File: src/rtl/ps2_pkg.sv
// Shared types and scan-code constants for the PS/2 scan-code set 2 decoder.
package ps2_pkg;

    typedef enum logic [2:0] {
        ST_IDLE    = 3'd0,
        ST_EXT     = 3'd1,
        ST_BRK     = 3'd2,
        ST_EXT_BRK = 3'd3,
        ST_SKIP    = 3'd4
    } ps2_state_t;

    localparam logic [7:0] PS2_EXT   = 8'hE0;
    localparam logic [7:0] PS2_BRK   = 8'hF0;
    localparam logic [7:0] PS2_PAUSE = 8'hE1;

    localparam logic [7:0] SC_LSHIFT = 8'h12;
    localparam logic [7:0] SC_RSHIFT = 8'h59;
    localparam logic [7:0] SC_CTRL   = 8'h14;
    localparam logic [7:0] SC_CAPS   = 8'h58;

endpackage

File: src/rtl/ps2_scancode_decoder_set2_to_ascii.sv
// Combinational US-layout lookup from a set 2 code to ASCII; letters always
// come back lowercase so the caller can apply caps-lock and ctrl.
module ps2_set2_to_ascii
    import ps2_pkg::*;
(
    input  logic [7:0] code,
    input  logic       extended,
    input  logic       shift,
    output logic [7:0] ascii,
    output logic       printable,
    output logic       is_letter
);

    logic [16:0] entry_s;   // {unshifted, shifted, letter}

    // Table lookup; a zero unshifted value marks a non-printable code.
    always_comb begin
        entry_s = 17'h0_0000;
        if (extended) begin
            case (code)
                8'h5A:   entry_s = {8'h0D, 8'h0D, 1'b0};
                8'h4A:   entry_s = {8'h2F, 8'h2F, 1'b0};
                default: entry_s = 17'h0_0000;
            endcase
        end else begin
            case (code)
                8'h1C: entry_s = {8'h61, 8'h61, 1'b1};
                8'h32: entry_s = {8'h62, 8'h62, 1'b1};
                8'h21: entry_s = {8'h63, 8'h63, 1'b1};
                8'h23: entry_s = {8'h64, 8'h64, 1'b1};
                8'h24: entry_s = {8'h65, 8'h65, 1'b1};
                8'h2B: entry_s = {8'h66, 8'h66, 1'b1};
                8'h34: entry_s = {8'h67, 8'h67, 1'b1};
                8'h33: entry_s = {8'h68, 8'h68, 1'b1};
                8'h43: entry_s = {8'h69, 8'h69, 1'b1};
                8'h3B: entry_s = {8'h6A, 8'h6A, 1'b1};
                8'h42: entry_s = {8'h6B, 8'h6B, 1'b1};
                8'h4B: entry_s = {8'h6C, 8'h6C, 1'b1};
                8'h3A: entry_s = {8'h6D, 8'h6D, 1'b1};
                8'h31: entry_s = {8'h6E, 8'h6E, 1'b1};
                8'h44: entry_s = {8'h6F, 8'h6F, 1'b1};
                8'h4D: entry_s = {8'h70, 8'h70, 1'b1};
                8'h15: entry_s = {8'h71, 8'h71, 1'b1};
                8'h2D: entry_s = {8'h72, 8'h72, 1'b1};
                8'h1B: entry_s = {8'h73, 8'h73, 1'b1};
                8'h2C: entry_s = {8'h74, 8'h74, 1'b1};
                8'h3C: entry_s = {8'h75, 8'h75, 1'b1};
                8'h2A: entry_s = {8'h76, 8'h76, 1'b1};
                8'h1D: entry_s = {8'h77, 8'h77, 1'b1};
                8'h22: entry_s = {8'h78, 8'h78, 1'b1};
                8'h35: entry_s = {8'h79, 8'h79, 1'b1};
                8'h1A: entry_s = {8'h7A, 8'h7A, 1'b1};
                8'h45: entry_s = {8'h30, 8'h29, 1'b0};
                8'h16: entry_s = {8'h31, 8'h21, 1'b0};
                8'h1E: entry_s = {8'h32, 8'h40, 1'b0};
                8'h26: entry_s = {8'h33, 8'h23, 1'b0};
                8'h25: entry_s = {8'h34, 8'h24, 1'b0};
                8'h2E: entry_s = {8'h35, 8'h25, 1'b0};
                8'h36: entry_s = {8'h36, 8'h5E, 1'b0};
                8'h3D: entry_s = {8'h37, 8'h26, 1'b0};
                8'h3E: entry_s = {8'h38, 8'h2A, 1'b0};
                8'h46: entry_s = {8'h39, 8'h28, 1'b0};
                8'h0E: entry_s = {8'h60, 8'h7E, 1'b0};
                8'h4E: entry_s = {8'h2D, 8'h5F, 1'b0};
                8'h55: entry_s = {8'h3D, 8'h2B, 1'b0};
                8'h54: entry_s = {8'h5B, 8'h7B, 1'b0};
                8'h5B: entry_s = {8'h5D, 8'h7D, 1'b0};
                8'h5D: entry_s = {8'h5C, 8'h7C, 1'b0};
                8'h4C: entry_s = {8'h3B, 8'h3A, 1'b0};
                8'h52: entry_s = {8'h27, 8'h22, 1'b0};
                8'h41: entry_s = {8'h2C, 8'h3C, 1'b0};
                8'h49: entry_s = {8'h2E, 8'h3E, 1'b0};
                8'h4A: entry_s = {8'h2F, 8'h3F, 1'b0};
                8'h29: entry_s = {8'h20, 8'h20, 1'b0};
                8'h5A: entry_s = {8'h0D, 8'h0D, 1'b0};
                8'h66: entry_s = {8'h08, 8'h08, 1'b0};
                8'h0D: entry_s = {8'h09, 8'h09, 1'b0};
                8'h76: entry_s = {8'h1B, 8'h1B, 1'b0};
                default: entry_s = 17'h0_0000;
            endcase
        end
    end

    assign ascii     = shift ? entry_s[8:1] : entry_s[16:9];
    assign printable = (entry_s[16:9] != 8'h00);
    assign is_letter = entry_s[0];

endmodule

File: src/rtl/ps2_scancode_decoder.sv
// PS/2 scan-code set 2 decoder: strips E0/F0/E1 prefixes, tracks shift, ctrl
// and caps-lock, and emits key events plus ASCII for printable makes.
module ps2_scancode_decoder
    import ps2_pkg::*;
#(
    parameter int TIMEOUT_CYCLES = 62500,
    parameter int PAUSE_SKIP     = 7
) (
    input  logic       clk_25mhz,
    input  logic       reset_n,
    input  logic [7:0] keyb_data,
    input  logic       keyb_valid,
    input  logic       keyb_error,
    output logic [7:0] key_code,
    output logic       key_extended,
    output logic       key_release,
    output logic       key_event,
    output logic [7:0] ascii,
    output logic       ascii_valid,
    output logic       shift,
    output logic       ctrl,
    output logic       caps_lock
);

    localparam int TOW = $clog2(TIMEOUT_CYCLES + 1);
    localparam int SKW = $clog2(PAUSE_SKIP + 1);

    ps2_state_t     state_r, state_nx_s;
    logic [TOW-1:0] timeout_cnt_r;
    logic [SKW-1:0] skip_cnt_r, skip_nx_s;
    logic           timeout_s, complete_s, comp_ext_s, comp_rel_s, emit_ascii_s;
    logic           lshift_r, rshift_r, lctrl_r, rctrl_r, caps_held_r;
    logic           lshift_nx_s, rshift_nx_s, lctrl_nx_s, rctrl_nx_s;
    logic           caps_held_nx_s, caps_nx_s;
    logic [7:0]     map_ascii_s, ascii_nx_s;
    logic           map_printable_s, map_letter_s;

    assign timeout_s = (state_r != ST_IDLE) && (timeout_cnt_r == TOW'(TIMEOUT_CYCLES - 1));

    // State and Pause skip counter registers.
    always_ff @(posedge clk_25mhz) begin
        if (!reset_n) begin
            state_r    <= ST_IDLE;
            skip_cnt_r <= {SKW{1'b0}};
        end else begin
            state_r    <= state_nx_s;
            skip_cnt_r <= skip_nx_s;
        end
    end

    // Idle-time counter; restarts on every byte and whenever the FSM rests in IDLE.
    always_ff @(posedge clk_25mhz) begin
        if (!reset_n) begin
            timeout_cnt_r <= {TOW{1'b0}};
        end else if ((state_nx_s == ST_IDLE) || keyb_valid || keyb_error) begin
            timeout_cnt_r <= {TOW{1'b0}};
        end else begin
            timeout_cnt_r <= timeout_cnt_r + TOW'(1);
        end
    end

    // Next-state logic; a receiver error outranks a byte arriving in the same cycle.
    always_comb begin
        state_nx_s = state_r;
        skip_nx_s  = skip_cnt_r;
        if (keyb_error) begin
            state_nx_s = ST_IDLE;
            skip_nx_s  = {SKW{1'b0}};
        end else if (keyb_valid) begin
            case (state_r)
                ST_IDLE: begin
                    if (keyb_data == PS2_EXT) begin
                        state_nx_s = ST_EXT;
                    end else if (keyb_data == PS2_BRK) begin
                        state_nx_s = ST_BRK;
                    end else if (keyb_data == PS2_PAUSE) begin
                        state_nx_s = ST_SKIP;
                        skip_nx_s  = SKW'(PAUSE_SKIP);
                    end else begin
                        state_nx_s = ST_IDLE;
                    end
                end
                ST_EXT: begin
                    if (keyb_data == PS2_BRK) begin
                        state_nx_s = ST_EXT_BRK;
                    end else if (keyb_data == PS2_EXT) begin
                        state_nx_s = ST_EXT;
                    end else begin
                        state_nx_s = ST_IDLE;
                    end
                end
                ST_SKIP: begin
                    if (skip_cnt_r <= SKW'(1)) begin
                        state_nx_s = ST_IDLE;
                        skip_nx_s  = {SKW{1'b0}};
                    end else begin
                        state_nx_s = ST_SKIP;
                        skip_nx_s  = skip_cnt_r - SKW'(1);
                    end
                end
                ST_BRK:     state_nx_s = ST_IDLE;
                ST_EXT_BRK: state_nx_s = ST_IDLE;
                default:    state_nx_s = ST_IDLE;
            endcase
        end else if (timeout_s) begin
            state_nx_s = ST_IDLE;
            skip_nx_s  = {SKW{1'b0}};
        end else begin
            state_nx_s = state_r;
        end
    end

    // Sequence completion decode for the byte being accepted this cycle.
    always_comb begin
        complete_s = 1'b0;
        comp_ext_s = 1'b0;
        comp_rel_s = 1'b0;
        if (keyb_valid && !keyb_error) begin
            case (state_r)
                ST_IDLE: complete_s = (keyb_data != PS2_EXT) && (keyb_data != PS2_BRK) &&
                                      (keyb_data != PS2_PAUSE);
                ST_EXT: begin
                    complete_s = (keyb_data != PS2_EXT) && (keyb_data != PS2_BRK);
                    comp_ext_s = 1'b1;
                end
                ST_BRK: begin
                    complete_s = 1'b1;
                    comp_rel_s = 1'b1;
                end
                ST_EXT_BRK: begin
                    complete_s = 1'b1;
                    comp_ext_s = 1'b1;
                    comp_rel_s = 1'b1;
                end
                default: complete_s = 1'b0;
            endcase
        end else begin
            complete_s = 1'b0;
        end
    end

    // Modifier next state; caps_held stops typematic caps makes from retoggling.
    always_comb begin
        lshift_nx_s    = lshift_r;
        rshift_nx_s    = rshift_r;
        lctrl_nx_s     = lctrl_r;
        rctrl_nx_s     = rctrl_r;
        caps_held_nx_s = caps_held_r;
        caps_nx_s      = caps_lock;
        if (complete_s) begin
            case ({comp_ext_s, keyb_data})
                {1'b0, SC_LSHIFT}: lshift_nx_s = !comp_rel_s;
                {1'b0, SC_RSHIFT}: rshift_nx_s = !comp_rel_s;
                {1'b0, SC_CTRL}:   lctrl_nx_s  = !comp_rel_s;
                {1'b1, SC_CTRL}:   rctrl_nx_s  = !comp_rel_s;
                {1'b0, SC_CAPS}: begin
                    caps_held_nx_s = !comp_rel_s;
                    if (!comp_rel_s && !caps_held_r) begin
                        caps_nx_s = !caps_lock;
                    end else begin
                        caps_nx_s = caps_lock;
                    end
                end
                default: caps_nx_s = caps_lock;
            endcase
        end else begin
            caps_nx_s = caps_lock;
        end
    end

    ps2_set2_to_ascii u_map (
        .code      (keyb_data),
        .extended  (comp_ext_s),
        .shift     (shift),
        .ascii     (map_ascii_s),
        .printable (map_printable_s),
        .is_letter (map_letter_s)
    );

    // Letter case: ctrl gives control codes, otherwise shift XOR caps selects uppercase.
    always_comb begin
        if (map_letter_s && ctrl) begin
            ascii_nx_s = map_ascii_s - 8'h60;
        end else if (map_letter_s && (shift ^ caps_lock)) begin
            ascii_nx_s = map_ascii_s - 8'h20;
        end else begin
            ascii_nx_s = map_ascii_s;
        end
    end

    assign emit_ascii_s = complete_s && !comp_rel_s && map_printable_s;

    // Registered outputs and modifier state.
    always_ff @(posedge clk_25mhz) begin
        if (!reset_n) begin
            key_code     <= 8'h00;
            key_extended <= 1'b0;
            key_release  <= 1'b0;
            key_event    <= 1'b0;
            ascii        <= 8'h00;
            ascii_valid  <= 1'b0;
            shift        <= 1'b0;
            ctrl         <= 1'b0;
            caps_lock    <= 1'b0;
            lshift_r     <= 1'b0;
            rshift_r     <= 1'b0;
            lctrl_r      <= 1'b0;
            rctrl_r      <= 1'b0;
            caps_held_r  <= 1'b0;
        end else begin
            key_event   <= complete_s;
            ascii_valid <= emit_ascii_s;
            if (complete_s) begin
                key_code     <= keyb_data;
                key_extended <= comp_ext_s;
                key_release  <= comp_rel_s;
            end
            if (emit_ascii_s) begin
                ascii <= ascii_nx_s;
            end
            lshift_r    <= lshift_nx_s;
            rshift_r    <= rshift_nx_s;
            lctrl_r     <= lctrl_nx_s;
            rctrl_r     <= rctrl_nx_s;
            caps_held_r <= caps_held_nx_s;
            caps_lock   <= caps_nx_s;
            shift       <= lshift_nx_s | rshift_nx_s;
            ctrl        <= lctrl_nx_s | rctrl_nx_s;
        end
    end

endmodule

File: config.mk
export PLATFORM = sky130hd
export DESIGN_NAME = ps2_scancode_decoder
export DESIGN_NICKNAME = d
export VERILOG_FILES = /design/src/rtl/ps2_pkg.sv /design/src/rtl/ps2_scancode_decoder_set2_to_ascii.sv /design/src/rtl/ps2_scancode_decoder.sv
export SDC_FILE = /design/constraint.sdc
export NUM_CORES = 1
export LEC_CHECK = 0
export CELL_PAD_IN_SITES_DETAIL_PLACEMENT = 1
export CELL_PAD_IN_SITES_GLOBAL_PLACEMENT = 1
export CORE_ASPECT_RATIO = 0.8
export CORE_MARGIN = 3
export CORE_UTILIZATION = 30
export CTS_CLUSTER_SIZE = 28
export DETAILED_ROUTE_END_ITERATION = 16
export PLACE_DENSITY = 0.66
export SYNTH_ARGS = -nofsm -noshare
export SYNTH_HDL_FRONTEND = slang
export SYNTH_SLANG_ARGS = --single-unit
File: constraint.sdc
create_clock -name clk_25mhz -period 3.83 [get_ports clk_25mhz]
set_clock_uncertainty 0.15 [all_clocks]
set_input_delay 0.9575 -clock clk_25mhz [delete_from_list [all_inputs] [get_ports clk_25mhz]]
set_output_delay 0.9575 -clock clk_25mhz [all_outputs]
set_load 0.01 [all_outputs]
### Yosys cells after proc, flatten, opt, wreduce, memory -nomap -nowiden

Memory sizes are Yosys's and may differ from the RTL's.
Cells that the tools add are included.

| storage, ports and cells | value |
|---|---|
| output and inout bits | 23 |
| bits in registers | 50 |
| memory bits (read-only) | 1920 |
| memories kept | 1 |
| input bits | 12 |
| word-level logic and storage cells | 113 |

Memory list:

| memory | words | bits a word | read ports | clocked after memory_dff | wr ports | line | RTL |
|---|---|---|---|---|---|---|---|
| (no name shown) | 128 | 15 | 1 | 0 | 0 | ps2_scancode_decoder_set2_to_ascii.sv:26 | `case (code)` |

| cells by class | value |
|---|---|
| reductions and logical operators | 27 |
| eq/ne operators | 22 |
| magnitude comparators | 1 |
| bitwise logic cells | 4 |
| add/sub/neg operators | 4 |
| mux-type cells | 37 |

Operators by type and width:

| kind | number |
|---|---|
| 3-bit two-way mux | 13 |
| 17-bit two-way mux | 2 |
| 15-bit one-hot mux with 2 select lines | 1 |
| 8-bit equality test, second input constant | 3 |
| 8-bit two-way mux | 3 |
| 8-bit inequality test, second input constant | 3 |
| 9-bit by 5-bit equality test with 1-bit output, second input constant | 2 |
| 9-bit by 7-bit equality test with 1-bit output, second input constant | 2 |
| 16-bit by 1-bit adder with 16-bit output, second input constant | 1 |
| 16-bit equality test, second input constant | 1 |
| 8-bit by 7-bit equality test with 1-bit output, second input constant | 2 |
| 1-bit two-way mux | 14 |
| 9-bit equality test, second input constant | 1 |
| 1-bit logical AND | 9 |
| 3-bit inequality test, second input constant | 3 |
| 3-bit one-hot mux with 3 select lines | 1 |
| 8-bit nonzero test | 1 |
| 2-bit OR reduction | 4 |
| 8-bit by 6-bit subtractor with 8-bit output, second input constant | 1 |
| 8-bit by 7-bit subtractor with 8-bit output, second input constant | 1 |
| 3-bit by 2-bit equality test with 1-bit output, second input constant | 2 |
| 3-bit zero test | 2 |
| 3-bit one-hot mux with 2 select lines | 1 |
| 5-bit AND reduction | 1 |
| 16 further kinds | 21 |

### Logic depth before layout (Yosys ltp)

Gate-level depths: netlist of the first run.

| depth | value |
|---|---|
| word-level depth | 11 |
| gate-level depth with buffers | 18 |
| gate-level depth less buffers | 16 |

### Cells and area by module

A second synthesis of the first run with hierarchy kept.

| unflattened totals | value |
|---|---|
| cell total of the unflattened synthesis | 570 |
| area total of the unflattened synthesis | 4307.9 sq um |

By module, submodules not included:

| module | cells each | area an instance (sq um) | instances |
|---|---|---|---|
| ps2_scancode_decoder | 278 | 2359.8 | 1 |
| ps2_set2_to_ascii | 292 | 1948.1 | 1 |

### Worst setup path after synthesis of the first run

No wires, ideal clock.

| path | value |
|---|---|
| kind | input-to-reg |
| start point | in keyb_data[1] |
| end point | reg ascii[0] |
| arrival | 3.474 ns |
| setup time | 0.072 ns |
| slack | 0.134 ns |
| stages | 12 |
| cell sequence | inv_1 ha_1 clkbuf_1 nand2_1 a21boi_0 o22ai_1 a211o_1 or4_1 a2111oi_2 or2_1 buf_6 mux2i_1 |

| on the way | value |
|---|---|
| cells in the longest elaborated chain, start to end | 7 |

Ends and longest elaborated chain:

| what | line | RTL |
|---|---|---|
| start: declaration | ps2_scancode_decoder.sv:11 | `input logic [7:0] keyb_data,` |
| memory read 128 x 15 bit (tied with other cells) | - |  |
| 17-bit two-way mux (tied with other cells) | ps2_scancode_decoder_set2_to_ascii.sv:26 |  |
| 17-bit two-way mux or 1-bit logical AND (tied branches) | ps2_scancode_decoder_set2_to_ascii.sv:19, ps2_scancode_decoder.sv:120 |  |
| 8-bit two-way mux or 1-bit one-hot mux with 3 select lines (tied branches) | ps2_scancode_decoder_set2_to_ascii.sv:84, ps2_scancode_decoder.sv:119 |  |
| 8-bit by 6-bit subtractor with 8-bit output or 1-bit two-way mux (tied branches) | ps2_scancode_decoder.sv:185, ps2_scancode_decoder.sv:118 |  |
| 8-bit two-way mux or 1-bit logical AND (tied branches) | ps2_scancode_decoder.sv:184, ps2_scancode_decoder.sv:191 |  |
| 8-bit two-way mux or 1-bit logical AND (tied branches) | ps2_scancode_decoder.sv:182, ps2_scancode_decoder.sv:191 |  |
| end signal: assignment | ps2_scancode_decoder.sv:219 | `ascii <= ascii_nx_s;` |
| end: declaration | ps2_scancode_decoder.sv:18 | `output logic [7:0] ascii,` |

Parallel ways exist; a longest one is shown, timed or not.
A chain may end at the register's enable or synchronous reset.

### Worst setup path after layout of the first run

| path | value |
|---|---|
| start point | in keyb_data[0] |
| end point | reg ascii[1] |

The elaborated chain is that of the path after synthesis.

==> results_dict.tcl, run 1 <==
set metrics [dict create \
    status "finished clean" \
    crit_buf_inv 4 \
    wl_um 17060 \
    drtIter0Drc 346 \
    reg2reg_slack_ns 1.05 \
    hold_path_startpoint "ascii[0]$_SDFFE_PN0P_" \
    regArea_mm2 0.001001 \
    clkLatencyLatePin_ns 0.29 \
    vias_per_cell 5.474 \
    ant_nets 0 \
    finalHoldViolCount 0 \
    io_pins 35 \
    syn_nets 576 \
    hold_path_end "ascii[0]$_SDFFE_PN0P_" \
    setup_viol 0 \
    worstSetupPathDepth 13 \
    io_buffer_count 34 \
    reg2reg_depth 7 \
    hold_path.class "reg -> reg" \
    final_common_cell "buf_4" \
    cts_buffers 5 \
    fill_cells 1626 \
    worstMarginPinSlew_ns 0.7217 \
    syn_inst 551 \
    cap_violations 0 \
    dpl_cell_area_mm2 0.005419 \
    yosysWarnings 0 \
    overflow 0 \
    synth_area_mm2 0.004009 \
    rsz0062_at_grt "false" \
    arrival_ns 3.75 \
    final_util 0.4495 \
    finalCritPeriodShare 0.9598 \
    slew_headroom 0.5183 \
    synth_area_per_cell_um2 7.276 \
    ys_types 67 \
    end_kind "flip-flop" \
    gr-usage-all-layers 0.2367 \
    required_ns 3.90 \
    final_cell_mix "buf_4 (137), nor2_1 (70), nand2_1 (53)" \
    cts_buffer_depth 2 \
    power.leakage_nw 2.355 \
    multi_input_area_mm2 0.002897 \
    initial_core_util 0.3093 \
    worstSetupPathType "in -> reg" \
    fin_area_mm2 0.005827 \
    max_freq_mhz 272.0 \
    die_w_um 135.2 \
    reg2reg_from "timeout_cnt_r[2]$_SDFF_PP0_" \
    start_kind "primary input" \
    fp-row-count 37 \
    synthArstFlopShare 0 \
    rr_endpoint "timeout_cnt_r[13]$_SDFF_PP0_" \
    critical_path.slowest_cell "or4_4" \
    crit_family "compound AO/OA/AOI/OAI gates" \
    dieArea_mm2 0.01479 \
    synth_ff_type "dfxtp_1" \
    grt_pass1_vias 4968 \
    powerDensity_mw_per_mm2 244.4 \
    coreArea_mm2 0.01296 \
    drv_slew 0 \
    clk_pin_slew_ns 0.07 \
    finalCriticalPeriod_ns 3.676 \
    grt_max_degree 21 \
    cts_tree "yes" \
    nets 721 \
    total_power_mw 1.424 \
    cts_root_buf "clkbuf_16" \
    post-dp-hpwl_um 13590 \
    slowest_delay_ns 0.57 \
    ys_seq_area_frac 0.2497 \
    drc 0 \
    dr_total_vias 4773 \
    vdd_drop_max_mv 0.1604 \
    die_h_um 109.4 \
    area_growth_pct 45.35 \
    routedWlPerCell_um 19.57 \
    gp_congestion 0.9858 \
    antenna_found_initial 0 \
    whs_path_depth 2 \
    diodes 0 \
    cts.sink_count 50 \
    first_pass_iters 5 \
    synth_seq_cells 50 \
    crit_fanout 9 \
    grt_pass1_wl_um 27690 \
    h-tree-depth 2 \
    crit_chain "dlygate4sd2_1 -> inv_2 -> ha_2 -> buf_4 -> nor2_1 -> a211o_1 -> a21oi_2 -> o32ai_2 -> or4_4 -> a2111oi_4 -> or2_1 -> buf_12 -> mux2i_1" \
    layout-drive-gt1-share 0.2912 \
    synth_edf_count 0 \
]
-- layout make-up --
| cell class | instances | share of cell area |
|---|---|---|
| tap | 175 | 0.03758 |
| timing repair buffer | 179 | 0.2536 |
| sequential | 50 | 0.1718 |
| clock inverter | 3 | 0.003650 |
| multi-input combinational | 439 | 0.4971 |
| clock buffer | 5 | 0.02147 |
| inverter | 21 | 0.01482 |
-- synth_stat cells (3+ instances only) --
cell type / count / area share
buf_2: 6 / 0.0075
o31ai_1: 6 / 0.011
and4_1: 3 / 0.0066
ha_1: 13 / 0.041
a211o_1: 4 / 0.0087
nand2_1: 54 / 0.051
o21ai_0: 34 / 0.042
o2111ai_1: 5 / 0.011
nand2b_1: 20 / 0.031
nor2_1: 70 / 0.066
o22ai_1: 4 / 0.0062
buf_6: 6 / 0.017
a31oi_1: 9 / 0.014
dfxtp_1: 50 / 0.25
mux2i_1: 17 / 0.042
o31a_1: 3 / 0.0066
nand4_1: 11 / 0.017
nor3b_1: 3 / 0.0056
nor4_1: 6 / 0.0094
a311oi_1: 3 / 0.0066
or2_2: 4 / 0.0062
a211oi_1: 10 / 0.019
mux2_2: 3 / 0.0084
o221ai_1: 3 / 0.0066
nor2b_1: 12 / 0.019
inv_1: 21 / 0.020
nor3_1: 14 / 0.017
a21oi_1: 32 / 0.040
and2_1: 7 / 0.011
a221o_1: 3 / 0.0075
nand3_1: 15 / 0.019
xor2_1: 9 / 0.020
o211ai_1: 11 / 0.021
xnor2_1: 7 / 0.015
buf_1: 4 / 0.0037
and3_1: 7 / 0.011
clkbuf_1: 24 / 0.022
o311ai_0: 4 / 0.0087
-- cell families (layout without fill, tap and decap cells) --
kind of cell,Yosys count,after routing,synth area share
simple gates,235,235,0.2856
buf+inv,62,208,0.07210
mux,21,21,0.05649
fa+ha+maj,13,13,0.04058
flops,50,50,0.2497
compound gates,154,154,0.2606
xor+xnor,16,16,0.03496
-- power breakdown --
group          leakage (nW)  internal, mW  switching, mW
clock network        0.0698         0.242          0.200
logic                  1.88         0.211          0.239
registers             0.404         0.527        0.00401
total                  2.35         0.981          0.443
-- routing by layer --
| layer | GRT usage | share of wire |
|---|---|---|
| met1 | 0.3387 | 0.49 |
| met2 | 0.3714 | 0.44 |
| met3 | 0.04209 | 0.058 |
| met4 | 0.05468 | 0.011 |
| met5 | 0 | 0 |
-- sequential cells by signal, indices dropped and copies added, names as in the netlist --
signal         flops
key_extended       1
lshift_r           1
caps_lock          1
state_r            3
ctrl               1
ascii              8
timeout_cnt_r     16
key_release        1
lctrl_r            1
caps_held_r        1
shift              1
rctrl_r            1
ascii_valid        1
skip_cnt_r         3
key_code           8
rshift_r           1
key_event          1
-- worst max-delay path by stage --
stage | from | endpoint | slack (ns)
global placement | keyb_data[0] | ascii[4]$_SDFFE_PN0P_ | -0.57
floorplan | keyb_data[1] | ascii[0]$_SDFFE_PN0P_ | 0.13
global route | keyb_data[0] | ascii[4]$_SDFFE_PN0P_ | 0.003
finish | keyb_data[0] | ascii[1]$_SDFFE_PN0P_ | 0.15
detailed placement | keyb_data[1] | ascii[1]$_SDFFE_PN0P_ | -0.61
CTS | keyb_data[2] | ascii[6]$_SDFFE_PN0P_ | 0.02
-- worst register-to-register path: cells and delay by family (launching register included) --
family	cells	cell delay, ns
flops	1	0.37
compound gates	4	1.09
simple gates	3	1.03
-- stage by stage --
step / setup TNS (ns) / instances / setup WS (ns) / hold slack (ns)
after CTS: 0 / 868 / 0.01662 / 0.3112
after floorplan: 0 / 551 / 0.1344 / 0.2802
after detailed placement: -5.328 / 857 / -0.6111 / 0.3017
after global placement: -4.993 / 857 / -0.5657 / 0.2945
final: 0 / 872 / 0.1539 / 0.3054
after global routing: 0 / 872 / 0.002657 / 0.3429
-- repair_timing --
action / 4_1_cts / 5_1_grt
pin swaps: 3 / 7
endpoints found under the setup margin: 9 / 9
hold buffers: 0 / 0
hold endpoints to repair: 0 / 0
buffers inserted: 3 / 5
gates resized for setup: 34 / 24
Power figures use the tool's default switching activity.
==> inputs of run 2 (changes only) <==
Settings changed: HOLD_SLACK_MARGIN from default to 0.1, PLACE_DENSITY 0.66 to 0.67.
==> run 2 against run 1 <==
Compared with the run above:
- sequential cell count did not move
- cell count decreased by 0.34%
- combinational power about the same
- sequential share of layout area is 0.21 points higher
- first-iteration DRC count up 18%
- setup slack got worse by 0.098 ns
- highest routed layer unchanged
==> results_dict.tcl, run 2 (synthesized netlist as in run 1, its figures left out) <==
set metrics [dict create \
    reg_top3 "timeout_cnt_r x16, ascii x8, key_code x8" \
    fill_cells 1624 \
    clkLatencyLatePin_ns 0.30 \
    crit_family "compound AO/OA/AOI/OAI gates" \
    ctsHoldBuffers 0 \
    final_cell_mix "buf_4 (136), nor2_1 (70), nand2_1 (52)" \
    regMostFlops "timeout_cnt_r" \
    finalCritPeriodShare 0.9855 \
    die_h_um 109.4 \
    grt_pass1_vias 4835 \
    start_kind "primary input" \
    slew_headroom 0.5195 \
    first_pass_iters 5 \
    fp-row-count 37 \
    top_layer "met4" \
    post-place-ws_ns -0.7177 \
    worstSetupPathType "in -> reg" \
    power.leakage_nw 2.322 \
    wl_um 17700 \
    worst_slack_ns 0.05556 \
    max_freq_mhz 264.9 \
    layout.cells.non_filler 869 \
    crit_chain "clkdlybuf4s50_1 -> buf_6 -> buf_4 -> nor2_4 -> nand2_1 -> a221o_1 -> a32o_2 -> or4_4 -> a2111oi_4 -> or2_4 -> buf_12 -> mux2i_1" \
    status "finished clean" \
    drtIter0Drc 408 \
    routedWlPerCell_um 20.37 \
    cap_violations 0 \
    critical_path.slowest_cell "or4_4" \
    slowest_delay_ns 0.44 \
    diodes 0 \
    vias_per_cell 5.624 \
    grt_max_degree 21 \
    cts_tree "yes" \
    gp_congestion 0.9585 \
    grt_pass1_wl_um 27260 \
    drc 0 \
    end_kind "flip-flop" \
    dieArea_mm2 0.01479 \
    cts_buffers 5 \
    initial_core_util 0.3093 \
    io_pins 35 \
    dp_cells 853 \
    setup_viol 0 \
    required_ns 3.89 \
    finalCriticalPeriod_ns 3.774 \
    dr_total_vias 4887 \
    powerDensity_mw_per_mm2 247.0 \
    dr_wl_met2_um 8021 \
    cts_buffer_depth 2 \
    met1_length_um 8420 \
    vdd_drop_max_mv 0.1678 \
    largest_reg_flops 16 \
    ant_nets 0 \
    area_growth_pct 43.63 \
    coreArea_mm2 0.01296 \
    drv_slew 0 \
    layout-drive-gt1-share 0.2781 \
    nets 719 \
    clk_pin_slew_ns 0.07 \
    io_buffer_count 34 \
    final_common_cell "buf_4" \
    crit_buf_inv 4 \
    post-dp-hpwl_um 13900 \
    antenna_found_initial 0 \
    overflow 0 \
    hold_path.class "reg -> reg" \
    finalHoldViolCount 0 \
    die_w_um 135.2 \
    gr-usage-all-layers 0.2358 \
    cts_root_buf "clkbuf_16" \
    cts.sink_count 50 \
    dr_wl_met3_um 1023 \
    arrival_ns 3.84 \
    h-tree-depth 2 \
    crit_fanout 8 \
    worstMarginPinSlew_ns 0.7199 \
]
-- run 2: cell types whose count changed in the layout (fill, tap and decap cells not counted), moves of 3 or more --
cell             delta
dlymetal6s2s_1      -4
a21oi_1             -3
a21oi_2             +3
buf_6               -3
clkdlybuf4s50_1     +3
ha_4                -3
nor2b_2             -3
o21ai_0             +3
-- run 2: worst reg2reg max path: stages (launching register included) --
cell	delay, ns
dfxtp_1	0.36
or4b_2	0.68
nor3_1	0.20
a31oi_1	0.21
o21ai_0	0.22
o31a_1	0.18
a211o_1	0.47
nor2_1	0.12
-- run 2: final timing paths --
check / from / end / slack, ns / cells past startpoint
worst min register to register: key_release$_SDFFE_PN0P_ / key_release$_SDFFE_PN0P_ / 0.31 / 2
worst max-delay path: keyb_data[5] / ascii[4]$_SDFFE_PN0P_ / 0.06 / 12
worst max register to register: timeout_cnt_r[2]$_SDFF_PP0_ / timeout_cnt_r[6]$_SDFF_PP0_ / 1.12 / 7
worst min-delay path: key_release$_SDFFE_PN0P_ / key_release$_SDFFE_PN0P_ / 0.31 / 2
-- run 2: through the flow --
stage	instance area [um^2]	TNS [ns]	utilization	hold WS [ns]	total power, mW
floorplan	4009	0	-	0.2802	0.7372
global placement	5389	-5.344	0.4157	0.2942	0.9469
detailed placement	5389	-6.066	0.4157	0.3067	0.9531
CTS	5600	0	0.4320	0.3178	1.405
global route	5758	-0.1065	0.4442	0.3470	1.484
finish	5758	0	0.4442	0.3123	1.422
-- run 2: timing repair --
item | 4_1_cts | 5_1_grt
hold endpoints to repair | 0 | 0
gates cloned | 0 | 2
setup buffers | 2 | 5
resized for setup | 20 | 22
pin swaps | 5 | 10
endpoints found under the setup margin | 9 | 9
-- run 2: final cells by class --
type                            count  area (um^2)  share of cell area
Multi-Input combinational cell    439         2846              0.4944
Timing Repair Buffer              177         1476              0.2564
Sequential cell                    50         1001              0.1738
Tap cell                          175        219.0             0.03803
Clock buffer                        6        128.9             0.02238
Inverter                           21        78.83             0.01369
Clock inverter                      1        7.507            0.001304
-- run 2: per-layer routing --
layer  vias up  GRT usage
met4         0    0.04029
met3        20    0.03431
met5         -          0
met1      2423     0.3388
li1       2278          -
met2       166     0.3810
-- run 2: where the power goes --
part	total [mW]	internal, mW	leakage, nW	switching, mW
Combinational	0.454	0.214	1.86	0.240
Clock	0.436	0.239	0.0629	0.197
Sequential	0.532	0.527	0.404	0.00441
